===== src/rtl/dt_binop_sequencer.sv =====
// Operator sequencer: pops operands, launches the ALU, pushes the result.
// On underflow or ALU fault the popped words are pushed back before done.
module dt_binop_sequencer #(
  parameter int          DW      = 32,
  parameter logic [1:0]  CMD_NON = 2'b00,
  parameter logic [1:0]  CMD_PUS = 2'b01,
  parameter logic [1:0]  CMD_POP = 2'b10
) (
  input  logic          Clock,
  input  logic          Reset,
  input  logic          start,
  input  logic          unary,
  output logic          busy,
  output logic          done,
  output logic [1:0]    err,
  output logic [1:0]    dt_cmd,
  output logic [DW-1:0] dt_wdata,
  input  logic [DW-1:0] dt_rdata,
  input  logic          dt_ack,
  input  logic          dt_empty,
  output logic [DW-1:0] al_A,
  output logic [DW-1:0] al_B,
  output logic          al_go,
  input  logic [DW-1:0] al_C,
  input  logic          al_done,
  input  logic          al_fault
);

  typedef enum logic [3:0] {
    S_IDLE,
    S_CHKB,
    S_POPB,
    S_CHKA,
    S_POPA,
    S_EXEC,
    S_WAIT,
    S_PUSH,
    S_RSTA,
    S_RSTB,
    S_FIN
  } state_t;

  state_t          state;
  state_t          state_n;
  logic            un_q;
  logic [1:0]      err_q;
  logic [1:0]      err_n;
  logic [DW-1:0]   a_q;
  logic [DW-1:0]   b_q;
  logic [DW-1:0]   res_q;
  logic            go_q;

  always_comb begin
    state_n  = state;
    err_n    = err_q;
    dt_cmd   = CMD_NON;
    dt_wdata = '0;
    unique case (state)
      S_IDLE: begin
        if (start) begin
          err_n   = 2'b00;
          state_n = unary ? S_CHKA : S_CHKB;
        end
      end
      S_CHKB: begin
        if (dt_empty) begin
          err_n   = 2'b01;
          state_n = S_FIN;
        end else begin
          state_n = S_POPB;
        end
      end
      S_POPB: begin
        dt_cmd = CMD_POP;
        if (dt_ack) state_n = S_CHKA;
      end
      S_CHKA: begin
        // Binary underflow must give back the already-popped B.
        if (dt_empty) begin
          err_n   = 2'b01;
          state_n = un_q ? S_FIN : S_RSTB;
        end else begin
          state_n = S_POPA;
        end
      end
      S_POPA: begin
        dt_cmd = CMD_POP;
        if (dt_ack) state_n = S_EXEC;
      end
      S_EXEC: begin
        state_n = S_WAIT;
      end
      S_WAIT: begin
        if (al_done) begin
          if (al_fault) begin
            err_n   = 2'b10;
            state_n = S_RSTA;
          end else begin
            state_n = S_PUSH;
          end
        end
      end
      S_PUSH: begin
        dt_cmd   = CMD_PUS;
        dt_wdata = res_q;
        if (dt_ack) state_n = S_FIN;
      end
      S_RSTA: begin
        dt_cmd   = CMD_PUS;
        dt_wdata = a_q;
        if (dt_ack) state_n = un_q ? S_FIN : S_RSTB;
      end
      S_RSTB: begin
        dt_cmd   = CMD_PUS;
        dt_wdata = b_q;
        if (dt_ack) state_n = S_FIN;
      end
      S_FIN: begin
        state_n = S_IDLE;
      end
      default: begin
        state_n = S_IDLE;
      end
    endcase
  end

  always_ff @(posedge Clock) begin
    if (!Reset) begin
      state <= S_IDLE;
      err_q <= 2'b00;
      un_q  <= 1'b0;
      a_q   <= '0;
      b_q   <= '0;
      res_q <= '0;
      go_q  <= 1'b0;
    end else begin
      state <= state_n;
      err_q <= err_n;
      go_q  <= (state == S_EXEC);
      if (state == S_IDLE && start) begin
        un_q <= unary;
        a_q  <= '0;
        b_q  <= '0;
      end
      if (state == S_POPB && dt_ack) b_q <= dt_rdata;
      if (state == S_POPA && dt_ack) a_q <= dt_rdata;
      if (state == S_WAIT && al_done && !al_fault) res_q <= al_C;
    end
  end

  assign busy  = (state != S_IDLE) && (state != S_FIN);
  assign done  = (state == S_FIN);
  assign err   = err_q;
  assign al_A  = a_q;
  assign al_B  = b_q;
  assign al_go = go_q;

endmodule


===== config.mk =====
export PLATFORM = sky130hd
export DESIGN_NAME = dt_binop_sequencer
export DESIGN_NICKNAME = d
export VERILOG_FILES = /design/src/rtl/dt_binop_sequencer.sv
export SDC_FILE = /design/constraint.sdc
export NUM_CORES = 1
export LEC_CHECK = 0
export ABC_AREA = 1
export ABC_CLOCK_PERIOD_IN_PS = 1400
export CORE_UTILIZATION = 41
export CTS_CLUSTER_DIAMETER = 60
export DETAILED_ROUTE_END_ITERATION = 8
export PLACE_DENSITY = 0.78
export SYNTH_ARGS = -nofsm -noshare
export SYNTH_HDL_FRONTEND = slang
export SYNTH_SLANG_ARGS = --single-unit

===== constraint.sdc =====
create_clock -name Clock -period 1.4 [get_ports Clock]
set_input_delay 0.28 -clock Clock [delete_from_list [all_inputs] [get_ports Clock]]
set_output_delay 0.28 -clock Clock [all_outputs]
set_load 0.1 [all_outputs]

==> impl_metrics.json, run 1 <==
{
  "status": "did not finish",
  "stop_stage": "global routing (5_1_grt)",
  "first-error": "[ERROR GRT-0232] Routing congestion too high. Check the congestion heatmap in the GUI.",
  "rows": 39,
  "cts_buffers": 9,
  "clkSinkCount": 104,
  "synthArstFlopShare_pct": 0,
  "htreeDepth": 3,
  "placedInstanceArea_um2": 8865,
  "chipHeight_um": 110.5,
  "ys.flop_type": "dfxtp_1",
  "io_buffers": 174,
  "synth_cells": 704,
  "synth-seq-cells": 104,
  "endpoint_type": "output port",
  "fp.dieW_um": 110.5,
  "globalRouteTotalUtil_pct": 87.42,
  "ctsHoldBuffers": 0,
  "yosysUniqueCellTypes": 20,
  "grt_max_degree": 37,
  "cts-root-buf": "clkbuf_16",
  "syn-num-nets": 776,
  "ys_warn_count": 0,
  "synth_commonest_cells": "178 x inv_1, 154 x nor2_1, 104 x dfxtp_1",
  "syn-cell-area_um2": 4825,
  "seq_area_frac_synth_pct": 43.15,
  "gp_congestion": 0.9015,
  "crit_endpoint": "dt_wdata[4]",
  "grt_overflow": 497,
  "ioPinCount": 175,
  "start_util_pct": 42.25,
  "clockBufferDepth": 2,
  "dp.cells": 1038,
  "synth_area_leaders": "dfxtp_1 43%, inv_1 14%, nor2_1 12%",
  "synth-edff-count": 0,
  "dp_hpwl_um": 13900,
  "yosys.area.top_type": "dfxtp_1",
  "avgSynthCellArea_um2": 6.853,
  "synth_top_area_share_pct": 43.15,
  "yosysMostFrequentCell": "inv_1"
}
cell families after synthesis:
family,share of synthesized area [%]
flip-flops,43.15
AO/OA/AOI/OAI,18.00
buffers and inverters,18.52
AND/OR/NAND/NOR,20.33
per-stage QoR:
stage	hold slack (ns)	util [%]	worst slack (ns)
after floorplan	0.4438	-	-0.5365
after CTS	0.4850	93.77	-0.5716
after detailed placement	0.4737	77.64	-0.3452
after global placement	0.4645	77.64	-0.2749
what timing repair did:
action,CTS
endpoints found under the setup margin,138
buffers inserted,27
cloned,15
pin swaps,55
gates resized for setup,225
per-layer routing:
layer	GRT usage, %	GRT overflow
met5	21.67	7
met4	99.02	132
met3	64.76	1
met2	110.4	355
met1	83.49	2
==> run 2: changes to the inputs <==
- ABC_CLOCK_PERIOD_IN_PS: 1400 -> 1820
- CORE_UTILIZATION: 41 -> 40
- CTS_CLUSTER_DIAMETER: 60 -> default
- PLACE_DENSITY: 0.78 -> default
- PLACE_DENSITY_LB_ADDON: default -> 0.15
- clock period: 1.4 -> 1.82 ns (I/O delays scaled with it)
==> run 2 against run 1 <==
  * Area after synthesis stayed put
  * The flow now finishes, with violations (DRC, setup timing)
  * Synthesized cell count stayed put
==> impl_metrics.json, run 2 <==
{
  "violations": "DRC, setup timing",
  "cp_slowest_cell": "dfxtp_2",
  "cts_buffers": 9,
  "cts_tree": "built",
  "fmax_mhz": 476.5,
  "finClkSkew_ns": 0.004724,
  "yosysUniqueCellTypes": 20,
  "clk_pin_slew_ns": 0.07,
  "area_delta_synth_final_pct": 91.83,
  "syn-num-nets": 776,
  "cp_slowest_stage_delay_ns": 0.32,
  "worstSkewPairLatency_ns": 0.36,
  "chipHeight_um": 111.8,
  "ioPinCount": 175,
  "final_cell_mix": "174 x inv_1, 147 x nor2_1, 118 x buf_12",
  "yosysMostFrequentCell": "inv_1",
  "synth_cells": 704,
  "core_area_um2": 11560,
  "synthArstFlopShare_pct": 0,
  "synth-seq-cells": 104,
  "dr.pass1.iters": 9,
  "drive_above_1_share_pct": 36.04,
  "hold_class": "flop to flop",
  "worst_ep_required_time_ns": 1.46,
  "fp.dieW_um": 111.8,
  "critical_path_depth": 6,
  "seq_area_frac_synth_pct": 43.15,
  "crit_fanout": 20,
  "routedWlPerCell_um": 17.00,
  "ctsHoldBuffers": 0,
  "layout_commonest_cell": "inv_1",
  "vias": 5362,
  "ys.flop_type": "dfxtp_1",
  "hold_depth": 2,
  "dieArea_um2": 12500,
  "drv_slew": 0,
  "syn-cell-area_um2": 4825,
  "synth-edff-count": 0,
  "grt_max_degree": 38,
  "drtIter0Drc": 363,
  "drc": 11,
  "max_slew_margin_pct": 76.69,
  "cp-start-kind": "flop",
  "globalRouteTotalUtil_pct": 28.50,
  "ir_drop_uv": 981.5,
  "n_fill_cell": 740,
  "crit_chain": "buf_4 > nor2_4 > nand2_4 > buf_12 > o221ai_4 > buf_12",
  "grt_overflow": 0,
  "p_leak_uw": 0.003647,
  "htreeDepth": 3,
  "dp_hpwl_um": 12460,
  "crit_type": "flop to primary output",
  "grt_pass1_vias": 5511,
  "post-route-period-util_pct": 115.3,
  "clockBufferDepth": 2,
  "setup_viol_count_final": 35,
  "cpLargestDelayFamily": "buffers and inverters",
  "num_antenna_cells": 0,
  "status": "complete, but fails checks",
  "io_buffers": 174,
  "tns_ns": -8.215,
  "vias_per_cell": 5.146,
  "tightest_slew_ns": 0.3497,
  "finalCriticalPeriod_ns": 2.099,
  "reg2reg_depth": 12,
  "avgSynthCellArea_um2": 6.853,
  "ys_warn_count": 0,
  "synth_area_leaders": "dfxtp_1 43%, inv_1 14%, nor2_1 12%",
  "yosys.area.top_type": "dfxtp_1",
  "ant_nets": 0,
  "clkSinkCount": 104,
  "worstPathArrival_ns": 1.73,
  "utilization_pct": 80.03,
  "drt_wl_total_um": 17710,
  "multiInputGateArea_um2": 2586,
  "critPathMostFrequentCell": "buf_12",
  "powerDensity_nw_per_um2": 1048,
  "finalHoldViolCount": 0,
  "synth_top_area_share_pct": 43.15,
  "cp-end-kind": "primary output",
  "rsz0062_at_grt": "true",
  "maxCapViolCount": 0,
  "crit_buf_inv": 3,
  "start_util_pct": 41.72,
  "synth_commonest_cells": "178 x inv_1, 154 x nor2_1, 104 x dfxtp_1",
  "rows": 39,
  "fin_ws_ns": -0.2787,
  "grt_pass1_wl_um": 27520,
  "nets": 966,
  "antenna_found_initial": 0,
  "cts-root-buf": "clkbuf_16",
  "gp_congestion": 0.8988,
  "ff_latch_area_um2": 2175
}
## run 2: cell counts after synthesis
Identical to the previous run, type by type.
## run 2: layer usage
layer  vias to the layer above  routed length, um  track usage, %
met5                         -                  0               0
met4                         0                500           13.42
met3                        42               1220           7.567
met2                       211               9249           51.51
met1                      2530               6738           30.84
li1                       2579                  -               -
## run 2: kinds of logic after synthesis
family          after synthesis  share of synthesized area (%)
buf+inv                     220                          18.52
compound gates              133                          18.00
flops                       104                          43.15
simple gates                247                          20.33
## run 2: power by group
| group | total [uW] | switching, uW | leakage (uW) | internal, uW |
|---|---|---|---|---|
| logic | 4890 | 3130 | 0.00262 | 1760 |
| registers | 2750 | 225 | 0.000875 | 2520 |
| clock network | 2070 | 887 | 0.000155 | 1180 |
| total | 9700 | 4240 | 0.00365 | 5460 |
## run 2: tightest hold or removal path, delay by kind of cell, from the launching register on
kind / cells / cell delay, ns
DFF: 1 / 0.33
AOI/OAI and AO/OA: 1 / 0.05
and+or+nand+nor: 1 / 0.07
## run 2: final cells by class
cell class	instances	area share [%]
Sequential cell	104	23.50
Inverter	182	7.462
Timing Repair Buffer	217	35.73
Clock inverter	4	0.5543
Multi-Input combinational cell	380	27.94
Clock buffer	12	2.880
Tap cell	143	1.933
## run 2: per-stage QoR
stage	power, uW	cell area (um^2)	worst slack (ns)	instances	hold slack [ns]
2_1_floorplan	5770	5617	-0.3352	704	0.4538
3_3_place_gp	7386	8651	-0.02845	1016	0.4653
3_5_place_dp	7457	8651	-0.04980	1016	0.4721
4_1_cts	9670	9186	-0.2868	1042	0.4881
5_1_grt	10070	9255	-0.3374	1042	0.5176
6_report	9699	9255	-0.2787	1042	0.4996
## run 2: worst paths after layout
path	slack, ns	start	end
max reg2reg	0.09	state[2]$_SDFFE_PN0P_	al_A[28]$_SDFFE_PN0P_
min reg2reg	0.50	un_q$_SDFFE_PN0P_	un_q$_SDFFE_PN0P_
max	-0.28	state[2]$_SDFFE_PN0P_	dt_wdata[10]
min	0.50	un_q$_SDFFE_PN0P_	un_q$_SDFFE_PN0P_
## run 2: what timing repair did
item / 4_1_cts / 5_1_grt
endpoints found under the setup margin: 35 / 84
resized for setup: 30 / 29
gates cloned: 2 / 0
buffers inserted: 8 / 1
endpoints found under the hold margin: 0 / 0
pin swaps: 2 / 1
Note: power is estimated with default switching activity, not from simulation.
